[config.mk]
export PLATFORM = sky130hd
export DESIGN_NAME = pc_sequencer
export DESIGN_NICKNAME = d
export VERILOG_FILES = /design/src/rtl/pc_sequencer.sv
export SDC_FILE = /design/constraint.sdc
export NUM_CORES = 1
export LEC_CHECK = 0
export ABC_AREA = 0
export ABC_CLOCK_PERIOD_IN_PS = 6400
export BUFFER_PORTS_ARGS = -buffer_cell sky130_fd_sc_hd__clkbuf_2
export CAP_MARGIN = 20
export CORE_MARGIN = 4
export CORE_UTILIZATION = 54
export DETAILED_ROUTE_END_ITERATION = 10
export GPL_ROUTABILITY_DRIVEN = 0
export PLACE_DENSITY = 0.83
export SYNTH_ARGS = -nofsm -noshare
export SYNTH_HDL_FRONTEND = slang
export SYNTH_SLANG_ARGS = --single-unit
[constraint.sdc]
create_clock -name clk -period 6.4 [get_ports clk]
set_input_delay 1.28 -clock clk [delete_from_list [all_inputs] [get_ports clk]]
set_output_delay 1.28 -clock clk [all_outputs]
set_load 0.02 [all_outputs]
[src/rtl/pc_sequencer.sv]
// Next-PC controller: arbitrates exception/eret/branch redirects, holds through
// stalls and imem wait states with a one-entry pending redirect, and keeps statistics.
module pc_sequencer #(
  parameter logic [31:0] RESET_PC   = 32'h0000_3000,
  parameter logic [31:0] EXC_VECTOR = 32'h0000_4180,
  parameter int unsigned CNT_W      = 16
) (
  input  logic             clk,
  input  logic             reset,
  input  logic [31:0]      pc,
  input  logic             stall,
  input  logic             imem_ready,
  input  logic             br_valid,
  input  logic [31:0]      br_target,
  input  logic             eret,
  input  logic [31:0]      epc,
  input  logic             exc_req,
  input  logic             halt_req,
  output logic             pc_en,
  output logic             pc_jump,
  output logic [31:0]      pc_target,
  output logic             halted,
  output logic             target_misaligned,
  output logic [CNT_W-1:0] stall_cnt,
  output logic [CNT_W-1:0] redirect_cnt
);

  typedef enum logic {RUN, HALT} state_t;
  // Redirect priorities; a pending entry remembers the level it was loaded at.
  typedef enum logic [1:0] {PRI_BR = 2'd0, PRI_ERET = 2'd1, PRI_EXC = 2'd2} prio_t;

  state_t      state, state_next;
  logic        pend_valid, pend_valid_next;
  logic [31:0] pend_target, pend_target_next;
  prio_t       pend_prio, pend_prio_next;

  logic        run, halt_go, adv;
  logic        src_valid;
  prio_t       src_prio;
  logic [31:0] src_target;
  logic        win_valid;
  logic [31:0] win_target;

  // Live source selection
  always_comb begin
    src_valid  = 1'b0;
    src_prio   = PRI_BR;
    src_target = br_target;
    if (exc_req) begin
      src_valid  = 1'b1;
      src_prio   = PRI_EXC;
      src_target = EXC_VECTOR;
    end else if (eret) begin
      src_valid  = 1'b1;
      src_prio   = PRI_ERET;
      src_target = epc;
    end else if (br_valid) begin
      src_valid  = 1'b1;
      src_prio   = PRI_BR;
      src_target = br_target;
    end
  end

  always_comb begin
    run     = (state == RUN) && !reset;
    halt_go = run && halt_req && !exc_req;
    adv     = run && !halt_go && !stall && imem_ready;

    // Equal priority: the live source wins, matching the overwrite rule.
    win_valid  = src_valid || pend_valid;
    win_target = src_target;
    if (pend_valid && (!src_valid || (pend_prio > src_prio)))
      win_target = pend_target;

    pc_en     = adv;
    pc_jump   = adv && win_valid;
    pc_target = win_valid ? win_target : pc + 32'd4;
    halted    = (state == HALT);

    state_next       = state;
    pend_valid_next  = pend_valid;
    pend_target_next = pend_target;
    pend_prio_next   = pend_prio;
    if (halt_go) begin
      state_next      = HALT;
      pend_valid_next = 1'b0;
    end else if (run) begin
      if (adv) begin
        pend_valid_next = 1'b0;
      end else if (src_valid && (!pend_valid || (src_prio >= pend_prio))) begin
        pend_valid_next  = 1'b1;
        pend_target_next = src_target;
        pend_prio_next   = src_prio;
      end
    end
  end

  always_ff @(posedge clk) begin
    if (reset) begin
      state             <= RUN;
      pend_valid        <= 1'b0;
      pend_target       <= '0;
      pend_prio         <= PRI_BR;
      target_misaligned <= 1'b0;
      stall_cnt         <= '0;
      redirect_cnt      <= '0;
    end else begin
      state       <= state_next;
      pend_valid  <= pend_valid_next;
      pend_target <= pend_target_next;
      pend_prio   <= pend_prio_next;
      if (pc_jump && (pc_target[1:0] != 2'b00))
        target_misaligned <= 1'b1;
      if (run && !adv && (stall_cnt != '1))
        stall_cnt <= stall_cnt + 1'b1;
      if (pc_jump && (redirect_cnt != '1))
        redirect_cnt <= redirect_cnt + 1'b1;
    end
  end

endmodule
==> results.ini, run 1 <==
[synth]
synth_edf_count=0
synth-seq-area-share=0.308
synth_compound_area_frac=0.158
syn_area_per_cell_um2=7.58
ys_warn_count=0
synthArstFlopShare=0
synth_seq_cells=69
synth_largest_area_cell=dfxtp_1
syn_nets=700
synth_top_family_by_area=simple AND/OR/NAND/NOR gates
synthXorXnorAreaFrac=0.0939
ys.flop_type=dfxtp_1
synthTopCellsByCount=87 x nand2_1, 72 x nor2_1, 69 x dfxtp_1
syn_inst=591
ys_types=48
synth_most_common_cell=nand2_1
synth_fa_ha_area_frac=0.0140
yosys.area_share.simple=0.303
yosys-top-cells-area=dfxtp_1 31%, mux2i_1 8.0%, nand2_1 7.3%
synth.area.mux_share=0.0805
synth_area_mm2=0.00448
synth_top_area_frac=0.308

[power]
peakVddDrop_mv=0.112
power_per_cell_area_mw_per_mm2=187
finalPower_uw=1050
p_leak_uw=0.00246

[global_route]
grt.total_usage=0.273
antenna_found_initial=0
grt_pass1_wl_um=22300
grt_max_degree=52
overflow=0
grt_pass1_vias=4728

[timing]
tightest_slew_ps=1050
setup_viol=0
rsz0062_at_grt=false
period_needed_ps=5180
worst_hold_slack_ps=462
slew_headroom=0.300
fin_worst_skew_ps=9.49
slew_viol_final=0
hold_viol_final=0
finalCritPeriodShare=0.809
max_freq_mhz=193
setup_tns_ps=0

[setup_path]
endpoint_kind=output pin
cp_max_fo=26
arrival_ps=3900
crit_slowest_cell=a22o_1
cpPeakStageDelay_ps=910
worstSetupPathType=input pin to output pin
reg2reg_slack_ps=3920
crit_chain=clkbuf_2 > nor3_1 > a22o_1 > a22oi_1 > o21ai_0 > clkbuf_2
start_kind=input pin
cpMostUsedCell=clkbuf_2
required_ps=5120

[clocking]
cts_buffers=9
clk_path_buf_depth=2
clk_pin_slew_ps=70
cts_hold_buffers=0
post_cts.repair.setup_buffers=0
ctsResizeCount=0
clk_latency_ps=340
cts_sinks=69
cts_tree=yes
cts.htree.levels=3
cts_root_buf=clkbuf_8

[floorplan]
die-area_mm2=0.00981
die_h_um=99.1
fp.dieW_um=99.1
coreArea_mm2=0.00789
num_io_pins=172
initial_core_util=0.568
rows=32

[status]
status=completed

[detailed_routing]
viasPerCell=5.95
drc=0
first_pass_iters=6
routed_wl_um=13700
detail-route-antenna-nets=0
num_vias=5072
wire_per_inst_um=16.1
drt_iter0_markers=454

[cells_and_area]
final.fill_count=657
diodes=0
drive_above_1_share=0.270
area_growth_pct=24.9
layout.cells.non_filler=853
final_nets=855
final_area_mm2=0.00559

[placed_design]
placed_cell_area_mm2=0.00537
dp_cells=836
io_buffers=171
dpl.hpwl_um=10200

[min_path]
hp-class=flop to flop

[run]
maxCapViolCount=0

-- power breakdown --
| group | switching (uW) | internal, uW |
|---|---|---|
| sequential | 9.03 | 440 |
| combinational | 151 | 90.6 |
| clock | 167 | 189 |
-- cells in the final DEF, fill, tap and decap left out, types with 16 or more instances in the layout --
cell type,Yosys,routed
nand4_1,25,25
a22oi_1,16,16
nand3_1,23,23
xnor2_1,16,16
mux2i_1,36,36
a21oi_1,50,50
nor2_1,72,72
dfxtp_1,69,69
nand2_1,87,87
o21ai_0,19,19
clkbuf_2,0,171
xor2_1,32,32
-- worst max-delay path, delay by kind of cell --
kind | cells | cell delay, ps
compound gates | 3 | 1360
buf+inv | 2 | 450
simple gates | 1 | 780
-- registers in the layout, summed over array words and instances, names as in the netlist --
signal,cells
halted,1
pend_prio,2
pend_target,32
pend_valid,1
redirect_cnt,16
stall_cnt,16
target_misaligned,1
-- per-stage QoR --
| stage | util | setup WS (ps) |
|---|---|---|
| global route | 0.709 | 1030 |
| detailed placement | 0.680 | 1310 |
| floorplan | - | 2010 |
| finish | 0.709 | 1220 |
| global placement | 0.680 | 1460 |
| CTS | 0.706 | 1290 |
-- cells by family (layout without fill, tap and decap cells) --
kind of cell | count (synthesis) | count (layout)
flip-flops | 69 | 69
AND/OR/NAND/NOR | 274 | 274
AO/OA/AOI/OAI | 115 | 115
XOR/XNOR | 48 | 48
buffers and inverters | 44 | 204
adder cells (fa/ha/maj) | 5 | 5
multiplexers | 36 | 36
-- path summary, 6_finish.rpt --
| path | from | endpoint | depth (start not counted) |
|---|---|---|---|
| worst max register to register | pend_valid | redirect_cnt[15] | 6 |
| worst min register to register | pend_target[15] | pend_target[15] | 2 |
| worst max-delay path | exc_req | pc_target[16] | 6 |
| worst min-delay path | pend_target[15] | pend_target[15] | 2 |
-- cell type report --
| type | count | area (um2) | area share |
|---|---|---|---|
| clock buffer | 10 | 138 | 0.0246 |
| inverter | 9 | 33.8 | 0.00604 |
| multi-input combinational | 478 | 2920 | 0.521 |
| timing repair buffer | 179 | 936 | 0.167 |
| clock inverter | 6 | 62.6 | 0.0112 |
| sequential | 69 | 1380 | 0.247 |
| tap | 102 | 128 | 0.0228 |
-- metal layers --
metal / part of all wire / vias to the layer above / track usage
met5: 0 / - / 0
met4: 0.025 / 0 / 0.116
met3: 0.096 / 34 / 0.0609
met2: 0.47 / 272 / 0.445
met1: 0.41 / 2355 / 0.347
li1: - / 2411 / -
Power figures use the tool's default switching activity.
==> run 2: changes to the inputs <==
Settings changed: ABC_CLOCK_PERIOD_IN_PS 6400 to 5310, CORE_UTILIZATION 54 to 50, PLACE_DENSITY 0.83 to 0.77.
Clock period 6.4 ns to 5.31 ns, I/O delays scaled along.
==> run 2 against run 1 <==
  * Flip-flop and latch count did not move
  * Cell count rose by 0.82%
  * Via count fell by 3.8%
  * Combinational power rose by 20%
  * Sequential power rose by 21%
  * Die area rose by 7.3%
  * Clock power rose by 4%
  * Global-route usage fell by 3.2 points
  * Routed wire length fell by 3.2%
  * Sequential share of layout area barely moved
  * Largest cell class unchanged
==> results.ini, run 2 (synthesis gave the netlist of run 1 again) <==
[status]
status=completed

[timing]
rsz0062_at_grt=false
tightest_slew_ps=867  ; -183 ps
slew_headroom=0.418  ; +0.118
max_freq_mhz=218
setup_viol=0  ; unchanged
hold_viol_final=0  ; unchanged
finalCritPeriodShare=0.862
setup_tns_ps=0  ; unchanged
fin_worst_skew_ps=7.94  ; -1.55 ps
period_needed_ps=4580
slew_viol_final=0  ; unchanged

[power]
switching_power_uw=371  ; +14%
power_frac_seq=0.451  ; +0.021
peakVddDrop_mv=0.128  ; +14%
p_leak_uw=0.00247  ; +0.33%
finalPower_uw=1200  ; +15%
p_sw_frac=0.309  ; -0.00300
p_int_uw=830  ; +15%
p_clk_frac=0.308  ; -0.032
comb_power_share=0.241  ; +0.010
power_per_cell_area_mw_per_mm2=215  ; +15%

[min_path]
holdPathEnd=pend_target[21]
hold_path_depth=2  ; unchanged
min-delay-start=pend_target[21]
hp-class=flop to flop

[cells_and_area]
final.fill_count=769  ; +17%
largest_reg_flops=32  ; unchanged
area_growth_pct=24.8  ; about the same
drive_above_1_share=0.270  ; -0.000359
final_cell_mix=171 x clkbuf_2, 87 x nand2_1, 72 x nor2_1, 69 x dfxtp_1, 50 x a21oi_1
diodes=0  ; unchanged
top_register=pend_target
reg.largest.list=pend_target x32, redirect_cnt x16, stall_cnt x16
final_area_mm2=0.00559  ; about the same
final_nets=858  ; +0.35%
layout_commonest_cell=clkbuf_2
postLayoutCoreUtil=0.641  ; -0.0683

[clocking]
cts_hold_buffers=0  ; unchanged
cts_tree=yes
post_cts.repair.setup_buffers=0  ; unchanged
clk_latency_ps=340  ; about the same
ctsResizeCount=0  ; unchanged
cts_buffers=9  ; unchanged
clk_pin_slew_ps=70  ; about the same
cts_sinks=69  ; unchanged
clk_path_buf_depth=2  ; unchanged
cts.htree.levels=3  ; unchanged
cts_root_buf=clkbuf_8

[detailed_routing]
detail-route-antenna-nets=0  ; unchanged
routed_wl_um=13300  ; -3.2%
first_pass_iters=5  ; -1
drc=0  ; unchanged
viasPerCell=5.68  ; -4.5%
num_vias=4881  ; -3.8%
drt_iter0_markers=340  ; -25%
wire_per_inst_um=15.4  ; -4.0%

[setup_path]
worstSetupPathType=input pin to output pin
r2r_cells=6  ; unchanged
required_ps=4250  ; -870 ps
cpPeakStageDelay_ps=770  ; -140 ps
arrival_ps=3520  ; -380 ps
start_kind=input pin
r2r-start=pend_valid
crit_chain=clkbuf_2 > nor3_1 > a22o_1 > buf_4 > a22oi_1 > o21ai_0 > clkbuf_2
reg2reg_slack_ps=2980  ; -940 ps
endpoint_kind=output pin
cpMostUsedCell=clkbuf_2
timing.rr.end=redirect_cnt[15]
crit_slowest_cell=nor3_1
cp_max_fo=19  ; -27%

[floorplan]
fp.dieW_um=103  ; +3.6%
initial_core_util=0.513  ; -0.0542
die_h_um=103  ; +3.6%
die-area_mm2=0.0105  ; +7.3%
coreArea_mm2=0.00872  ; +11%
num_io_pins=172  ; unchanged
rows=34  ; +6.3%

[run]
maxCapViolCount=0  ; unchanged

[placed_design]
placed_cell_area_mm2=0.00540  ; +0.56%
io_buffers=171  ; unchanged
dpl.hpwl_um=10300  ; +0.50%

[global_route]
overflow=0  ; unchanged
grt.total_usage=0.241  ; -0.0316
antenna_found_initial=0  ; unchanged
grt_pass1_wl_um=20600  ; -7.6%
grt_max_degree=61  ; +17%
grt_pass1_vias=4458  ; -5.7%

[run 2: worst max-delay path by stage]
stage | cells past startpoint | from | endpoint
after floorplan | 9 | exc_req | pc_target[1]
after global placement | 7 | exc_req | pc_target[16]
after detailed placement | 7 | exc_req | pc_target[29]
after CTS | 7 | exc_req | pc_target[29]
after global routing | 7 | exc_req | pc_target[29]
final | 7 | exc_req | pc_target[29]
[run 2: per-stage QoR]
stage / cells / setup slack [ps] / hold WS, ps
final: 860 / 731 / 458
after detailed placement: 845 / 783 / 449
after global routing: 860 / 528 / 473
after floorplan: 591 / 1360 / 436
after CTS: 859 / 769 / 458
after global placement: 845 / 897 / 442
[run 2: worst max-delay path: cells and delay by family]
kind / cells / cell delay (ps)
AOI/OAI and AO/OA: 3 / 920
and+or+nand+nor: 1 / 770
buffers and inverters: 3 / 750
[run 2: final cells by class]
type / instances / area [um2] / share of cell area
inverters: 9 / 33.8 / 0.00604
flip-flops and latches: 69 / 1380 / 0.247
well taps: 108 / 135 / 0.0242
clock inverters: 2 / 10.0 / 0.00179
multi-input cells: 478 / 2920 / 0.522
repair buffers: 182 / 958 / 0.171
clock buffers: 12 / 155 / 0.0278
[run 2: power groups by stage]
| stage | registers, uW | clock network [uW] | logic (uW) |
|---|---|---|---|
| 6_report | 542 | 370 | 290 |
| 5_1_grt | 543 | 402 | 316 |
| 4_1_cts | 542 | 380 | 285 |
| 3_5_place_dp | 553 | 0 | 283 |
| 3_3_place_gp | 553 | 0 | 278 |
| 2_1_floorplan | 554 | 0 | 171 |
[run 2: per-layer routing]
metal,vias to the layer above,track usage,share of wire,routed length (um)
met2,223,0.403,0.47,6300
met3,19,0.0507,0.093,1240
met1,2229,0.311,0.42,5540
met5,-,0,0,0
li1,2410,-,-,-
met4,0,0.0797,0.015,203
